File: config.mk
export PLATFORM = sky130hd
export DESIGN_NAME = pcie_rst_seq
export DESIGN_NICKNAME = d
export VERILOG_FILES = /design/src/rtl/pcie_rst_seq.sv
export SDC_FILE = /design/constraint.sdc
export NUM_CORES = 1
export LEC_CHECK = 0
export ABC_AREA = 1
export BUFFER_PORTS_ARGS = -buffer_cell sky130_fd_sc_hd__buf_4
export CAP_MARGIN = 40
export CELL_PAD_IN_SITES_DETAIL_PLACEMENT = 1
export CELL_PAD_IN_SITES_GLOBAL_PLACEMENT = 1
export CORE_AREA = 2 2 79 81
export CTS_CLUSTER_SIZE = 25
export DETAILED_ROUTE_END_ITERATION = 8
export DIE_AREA = 0 0 81 83
export PLACE_DENSITY = 0.77
export SKIP_LAST_GASP = 1
export SLEW_MARGIN = 20
export SYNTH_ARGS = -nofsm -noshare
export SYNTH_HDL_FRONTEND = slang
export SYNTH_SLANG_ARGS = --single-unit
File: constraint.sdc
create_clock -name sys_clk -period 5.6 [get_ports sys_clk]
set_clock_uncertainty 0.1 [all_clocks]
set_input_delay 0.28 -clock sys_clk [delete_from_list [all_inputs] [get_ports sys_clk]]
set_output_delay 0.28 -clock sys_clk [all_outputs]
set_load 0.01 [all_outputs]
File: src/rtl/pcie_rst_seq.sv
// Power-on / PCIe reset sequencer for the CPM5N reset pins (POR, PCR init, PERST#0, PL user reset).
// Optional CDO-wait timeout with ERROR state is enabled by defining RST_SEQ_CDO_TIMEOUT_EN.
module pcie_rst_seq #(
    parameter int unsigned POR_CYCLES         = 500,
    parameter int unsigned PERST_DELAY_CYCLES = 100,
    parameter int unsigned HOT_RST_CYCLES     = 1000,
    parameter int unsigned CDO_TIMEOUT_CYCLES = 1048576
) (
    input  logic       sys_clk,
    input  logic       sys_rst_n,
    input  logic       rp_cdo_done,
    input  logic       ep_cdo_done,
    input  logic       hot_rst_req,
    output logic       por_n,
    output logic       pcr_init_state,
    output logic       perst_n,
    output logic       user_reset,
    output logic       seq_done,
    output logic       cdo_timeout,
    output logic [2:0] seq_state
);

    localparam int unsigned MAX_AB = (POR_CYCLES > PERST_DELAY_CYCLES) ? POR_CYCLES : PERST_DELAY_CYCLES;
    localparam int unsigned MAX_CD = (HOT_RST_CYCLES > CDO_TIMEOUT_CYCLES) ? HOT_RST_CYCLES : CDO_TIMEOUT_CYCLES;
    localparam int unsigned MAX_P  = (MAX_AB > MAX_CD) ? MAX_AB : MAX_CD;
    localparam int unsigned CNT_W  = $clog2(MAX_P) + 1;

    typedef enum logic [2:0] {
        POR_HOLD  = 3'd0,
        WAIT_CDO  = 3'd1,
        PERST_DLY = 3'd2,
        RUN       = 3'd3,
        HOT_RST   = 3'd4,
        ERROR     = 3'd5
    } state_t;

    state_t           state_q, state_d;
    logic [CNT_W-1:0] cnt_q, cnt_d, cnt_inc;
    logic             por_q, por_d, pcr_q;
    logic             perst_q, perst_d, ures_q;
    logic             done_q, done_d;
    logic [1:0]       rp_sync, ep_sync;
    logic             cdo_ok;

    assign cdo_ok  = rp_sync[1] & ep_sync[1];
    // Saturating increment: the counter never wraps back to zero.
    assign cnt_inc = (cnt_q == '1) ? cnt_q : cnt_q + 1'b1;

`ifdef RST_SEQ_CDO_TIMEOUT_EN
    logic [CNT_W-1:0] wcnt_q, wcnt_d;
    logic             tmo_q, tmo_d;

    always_ff @(posedge sys_clk) begin
        if (!sys_rst_n) begin
            wcnt_q <= '0;
            tmo_q  <= 1'b0;
        end else begin
            wcnt_q <= wcnt_d;
            tmo_q  <= tmo_d;
        end
    end

    assign cdo_timeout = tmo_q;
`else
    assign cdo_timeout = 1'b0;
`endif

    always_ff @(posedge sys_clk) begin
        if (!sys_rst_n) begin
            rp_sync <= '0;
            ep_sync <= '0;
            state_q <= POR_HOLD;
            cnt_q   <= '0;
            por_q   <= 1'b0;
            pcr_q   <= 1'b1;
            perst_q <= 1'b0;
            ures_q  <= 1'b1;
            done_q  <= 1'b0;
        end else begin
            rp_sync <= {rp_sync[0], rp_cdo_done};
            ep_sync <= {ep_sync[0], ep_cdo_done};
            state_q <= state_d;
            cnt_q   <= cnt_d;
            por_q   <= por_d;
            pcr_q   <= ~por_d;
            perst_q <= perst_d;
            ures_q  <= ~perst_d;
            done_q  <= done_d;
        end
    end

    always_comb begin
        state_d = state_q;
        cnt_d   = cnt_q;
        por_d   = por_q;
        perst_d = perst_q;
        done_d  = done_q;
`ifdef RST_SEQ_CDO_TIMEOUT_EN
        wcnt_d  = '0;
        tmo_d   = tmo_q;
`endif
        case (state_q)
            POR_HOLD: begin
                if (cnt_q == CNT_W'(POR_CYCLES - 1)) begin
                    por_d   = 1'b1;
                    cnt_d   = '0;
                    state_d = WAIT_CDO;
                end else begin
                    cnt_d = cnt_inc;
                end
            end
            WAIT_CDO: begin
                perst_d = 1'b0;
                done_d  = 1'b0;
                if (cdo_ok) begin
                    cnt_d   = '0;
                    state_d = PERST_DLY;
                end
`ifdef RST_SEQ_CDO_TIMEOUT_EN
                else if (wcnt_q == CNT_W'(CDO_TIMEOUT_CYCLES - 1)) begin
                    tmo_d   = 1'b1;
                    state_d = ERROR;
                end else begin
                    wcnt_d = (wcnt_q == '1) ? wcnt_q : wcnt_q + 1'b1;
                end
`endif
            end
            PERST_DLY: begin
                if (!cdo_ok) begin
                    cnt_d   = '0;
                    state_d = WAIT_CDO;
                end else if (cnt_q == CNT_W'(PERST_DELAY_CYCLES - 1)) begin
                    perst_d = 1'b1;
                    done_d  = 1'b1;
                    state_d = RUN;
                end else begin
                    cnt_d = cnt_inc;
                end
            end
            RUN: begin
                if (!cdo_ok) begin
                    perst_d = 1'b0;
                    done_d  = 1'b0;
                    state_d = WAIT_CDO;
                end else if (hot_rst_req) begin
                    perst_d = 1'b0;
                    done_d  = 1'b0;
                    cnt_d   = '0;
                    state_d = HOT_RST;
                end
            end
            HOT_RST: begin
                if (!cdo_ok) begin
                    state_d = WAIT_CDO;
                end else if (cnt_q == CNT_W'(HOT_RST_CYCLES - 1)) begin
                    perst_d = 1'b1;
                    done_d  = 1'b1;
                    state_d = RUN;
                end else begin
                    cnt_d = cnt_inc;
                end
            end
            ERROR: begin
                perst_d = 1'b0;
                done_d  = 1'b0;
            end
            default: begin
                perst_d = 1'b0;
                done_d  = 1'b0;
                state_d = WAIT_CDO;
            end
        endcase
    end

    assign por_n          = por_q;
    assign pcr_init_state = pcr_q;
    assign perst_n        = perst_q;
    assign user_reset     = ures_q;
    assign seq_done       = done_q;
    assign seq_state      = state_q;

endmodule

## Yosys cells after proc, flatten, opt, wreduce, memory -nomap -nowiden

Index checks and enable logic that the tools add are counted.

- Add/sub/neg operators: 1
- Magnitude comparators: 0
- Div/mod/pow operators: 0
- Bitwise logic cells: 5
- Reduce and logical (&&, ||, !) cells: 5
- Equality and inequality tests: 22
- Multiplexer cells: 35
- Shift-type cells: 0
- Multiply operators: 0

Operators with widths:

| operator | number |
|---|---|
| 21-bit 2-to-1 mux | 9 |
| 21-bit one-hot mux with 5 select lines | 1 |
| 3-bit 2-to-1 mux | 8 |
| 21-bit by 1-bit adder with 21-bit output, second input constant | 1 |
| 21-bit by 10-bit equality test with 1-bit output, second input constant | 1 |
| 21-bit equality test, second input constant | 1 |
| 21-bit by 7-bit equality test with 1-bit output, second input constant | 1 |
| 21-bit by 9-bit equality test with 1-bit output, second input constant | 1 |
| 2-bit inequality test, second input constant | 9 |
| 3-bit one-hot mux with 6 select lines | 1 |
| 1-bit 2-to-1 mux | 14 |
| 3-bit inequality test, second input constant | 4 |
| 6-bit AND reduction | 2 |
| 1-bit one-hot mux with 4 select lines | 2 |
| 7-bit AND reduction | 1 |
| 3-bit by 2-bit equality test with 1-bit output, second input constant | 2 |
| 3-bit equality test, second input constant | 2 |
| 5-bit nonzero test | 1 |
| 1-bit inverter | 4 |
| 3-bit by 1-bit equality test with 1-bit output, second input constant | 1 |
| 3-bit logical NOT | 1 |
| 1-bit AND | 1 |

- Word-level logic and storage cells: 77
- Bits in registers: 33
- Output and inout port bits: 9
- Input bits: 5
- Memories: 0
- Memory bits (read-only): 0
- Bits in writable memories: 0
- Bits in latches: 0

## Logic depth before layout (Yosys ltp)

- Word-level depth: 5
- Mapped depth: 12
- Gate-level depth less buffers: 12

## Worst setup path after synthesis

OpenSTA, ideal clock, no wires.

- Path kind: reg2reg
- From: register cnt_q[0]
- To: register cnt_q[17]
- Data required time: 5.384 ns
- Path buffers: 0
- Arrival: 1.608 ns
- Clock period less this slack: 1.824 ns
- Stages on the path, launching flop included: 11
- Path slack: 3.776 ns
- Cell sequence: dfxtp_1 -> ha_1 -> nand3_1 -> inv_2 -> nand2_1 -> nor2_2 -> nand3_4 -> nor2_8 -> nor2_1 -> a21oi_1 -> nor2_2

- Word-level cells in the longest chain between the ends: 5
- Elaborated cells on any way between the ends: 15

RTL lines:

| item | RTL line | source |
|---|---|---|
| start: declaration | 38 | `logic [CNT_W-1:0] cnt_q, cnt_d, cnt_inc;` |
| start signal: assignment | 83 | `cnt_q <= cnt_d;` |
| 21-bit by 1-bit adder with 21-bit output or 21-bit equality test (tied branches) | 47 | `assign cnt_inc = (cnt_q == '1) ? cnt_q : cnt_q + 1'b1;` |
| 21-bit 2-to-1 mux | 47 |  |
| 21-bit 2-to-1 mux (on tied branches) | 155, 132 |  |
| 21-bit 2-to-1 mux (on tied branches) | 153, 129 |  |
| 21-bit one-hot mux with 5 select lines | 102 | `case (state_q)` |

Parallel ways exist; a longest one is shown, timed or not. The select of a mux whose other input is x is not followed.
A chain may end at the register's enable or synchronous reset.

## Worst setup path in the final report

- From: register cnt_q[0]
- To: register cnt_q[0]

Same word-level chain as after synthesis.

==> flow_metrics.env <==
export IMPL_status="finished, final reports clean"
export IMPL_end_kind="flop"
export IMPL_drv_cap=0
export IMPL_cts_buffer_depth=2
export IMPL_vias=2238
export IMPL_grt_pass1_wl_mm=10.4
export IMPL_root_buffer="clkbuf_8"
export IMPL_synth_area_um2=2270
export IMPL_cpMostUsedCell="nand2_2"
export IMPL_cts_resized=0
export IMPL_grt_max_degree=38
export IMPL_fin_util_pct=43.0
export IMPL_die_area_um2=6720
export IMPL_comb_power_share_pct=4.3
export IMPL_max_stage_delay_ps=480
export IMPL_port_buffers=12
export IMPL_synthDistinctLibCells=36
export IMPL_relSlewSlack_pct=63.2
export IMPL_powerDensity_nw_per_um2=176
export IMPL_hp_class="in -> reg"
export IMPL_routed_wl_mm=5.98
export IMPL_finalMaxSlewViolations=0
export IMPL_drt_initial_drc_count=104
export IMPL_start_util_pct=39.0
export IMPL_cts_sinks=33
export IMPL_start_kind="flop"
export IMPL_post_drt_wl_per_cell_um=13.4
export IMPL_seqPwrFrac_pct=54.7
export IMPL_crit_path_top_delay_cell="a21oi_4"
export IMPL_setup_viol=0
export IMPL_p_leak_uw=0.00114
export IMPL_path_class="reg -> reg"
export IMPL_path_cells="ha_1 > nand3_1 > nor2_1 > nand4_2 > nand2_2 > nor2_4 > buf_12 > a21oi_4 > nand2_2 > nor2_2"
export IMPL_hold_buffers=0
export IMPL_power_share_switching_pct=24.7
export IMPL_viasPerCell=5.01
export IMPL_switching_power_uw=108
export IMPL_fp_dieH_um=83
export IMPL_cts_tree="yes"
export IMPL_path_delay_family="simple AND/OR/NAND/NOR gates"
export IMPL_antenna_left=0
export IMPL_critPathMaxFanout=37
export IMPL_grt_pass1_vias=2200
export IMPL_antenna_cells=0
export IMPL_die_x_um=81
export IMPL_area_growth_pct=10.1
export IMPL_drcViolationCount=0
export IMPL_fmax_ghz=0.450
export IMPL_final_cell_mix="nand2_1, nor2_1, nand3_1"
export IMPL_ir_drop_mv=0.130
export IMPL_fin_cells=447
export IMPL_htree_levels=2
export IMPL_power_frac_clock_pct=41.0
export IMPL_hold_viol_final=0
export IMPL_synth_area_per_cell_um2=6.35
export IMPL_arrival_ps=2350
export IMPL_drive_gt1_share_pct=19.4
export IMPL_rows=28
export IMPL_setup_tns_ps=0
export IMPL_ios=14
export IMPL_track_usage_pct=19.3
export IMPL_coreArea_um2=5820
export IMPL_placedCellCount=438
export IMPL_clock_latency_ps=290
export IMPL_synth_seq_area_share_pct=29.1
export IMPL_worstMarginPinSlew_ps=550
export IMPL_synth_seq_cells=33
export IMPL_rsz0062_at_grt="no"
export IMPL_path_buf_inv=1
export IMPL_layout_commonest_cell="nand2_1"
export IMPL_grt_overflow=0
export IMPL_nets=378
export IMPL_syn_nets=364
export IMPL_clkSlewWorstSetupHoldPaths_ps=70
export IMPL_place_congestion=0.819
export IMPL_hpwl_mm=4.59
export IMPL_worstPathRequired_ps=5730
export IMPL_internal_power_uw=330
export IMPL_drt_pass1_iter_count=4
export IMPL_cts_buffers=5
export IMPL_antenna_found_initial=0
export IMPL_yosysWarnings=0
export IMPL_post_route_period_util_pct=39.7
export IMPL_finalPower_uw=439
export IMPL_synthCells=357
export IMPL_postCtsSetupBuffers=0
export IMPL_period_minus_slack_ps=2220
[power groups by stage]
stage	logic, uW	registers, uW	clock network (uW)
floorplan	15.3	245	0
global placement	18.5	246	0
detailed placement	18.9	246	0
CTS	19.2	240	185
global route	21.9	241	197
finish	18.8	240	180
[cells in the mapped netlist]
library cell	n	area share, %
xor2_1	1	0.39
inv_2	8	1.3
o21ai_1	1	0.22
nand2_2	13	3.6
or2_4	1	0.39
a21oi_1	20	4.4
o21bai_1	1	0.33
a21oi_4	1	0.72
clkbuf_1	1	0.17
clkinv_1	1	0.17
ha_1	2	1.1
nand2_1	98	16
nor2_8	2	1.8
nand4_2	1	0.55
nor2_1	47	7.8
o22ai_1	1	0.28
nor3_2	2	0.88
o21ai_0	3	0.66
o22ai_2	1	0.55
nand3_4	1	0.77
dfxtp_1	33	29
nand3_2	1	0.44
nand4_1	3	0.83
o21a_1	2	0.66
buf_6	3	1.5
nand3_1	44	9.7
nor2_2	16	4.4
o211ai_1	2	0.66
inv_1	33	5.5
buf_4	1	0.33
buf_8	1	0.66
conb_1	1	0.17
nand3b_1	1	0.33
nor3_1	5	1.1
o2111ai_1	1	0.39
nor2_4	4	2.0
[layer usage]
layer / part of all wire [%] / track usage [%]
met5: 0 / 0
met4: 1.2 / 4.62
met3: 2.1 / 3.26
met2: 48 / 30.6
met1: 49 / 27.2
[worst paths after layout]
path / start / to / slack, ps / depth (start not counted)
max: cnt_q[0] / cnt_q[0] / 3380 / 10
min: ep_cdo_done / ep_sync[0] / 70 / 3
max reg2reg: cnt_q[0] / cnt_q[0] / 3380 / 10
min reg2reg: ep_sync[0] / ep_sync[1] / 320 / 2
[through the flow]
stage / worst slack, ps / area [um2] / hold WS, ps
2_1_floorplan: 3780 / 2270 / 278
3_3_place_gp: 3230 / 2390 / 298
3_5_place_dp: 3190 / 2390 / 306
4_1_cts: 3170 / 2480 / 69.0
5_1_grt: 3140 / 2500 / 69.7
6_report: 3380 / 2500 / 69.6
[state kept, by name, summed over array words and instances (netlist names)]
| signal | cells |
|---|---|
| ep_sync | 2 |
| rp_sync | 2 |
| perst_n | 1 |
| cnt_q | 21 |
| por_n | 1 |
| seq_state | 3 |
| user_reset | 1 |
| seq_done | 1 |
| pcr_init_state | 1 |
[tightest hold or removal path, delay by kind of cell]
| family | cells | cell delay, ps |
|---|---|---|
| and+or+nand+nor | 1 | 40 |
| buffers and inverters | 2 | 110 |
[logic make-up (layout without fill, tap and decap cells)]
group / after synthesis / in the layout / synth area share (%)
buffers and inverters: 48 / 63 / 9.60
AO/OA/AOI/OAI: 33 / 33 / 8.88
adder cells (fa/ha/maj): 2 / 2 / 1.10
AND/OR/NAND/NOR: 239 / 239 / 50.7
other: 1 / 1 / 0.165
XOR/XNOR: 1 / 1 / 0.386
flip-flops: 33 / 33 / 29.1
[final cells by class]
cell class	count	area, um2
tap	75	93.8
inverter	42	158
multi-input combinational	276	1390
clock inverter	3	17.5
sequential	33	661
timing repair buffer	13	110
fill	812	3320
clock buffer	5	68.8
No activity file was read; power rests on OpenSTA's default activity.
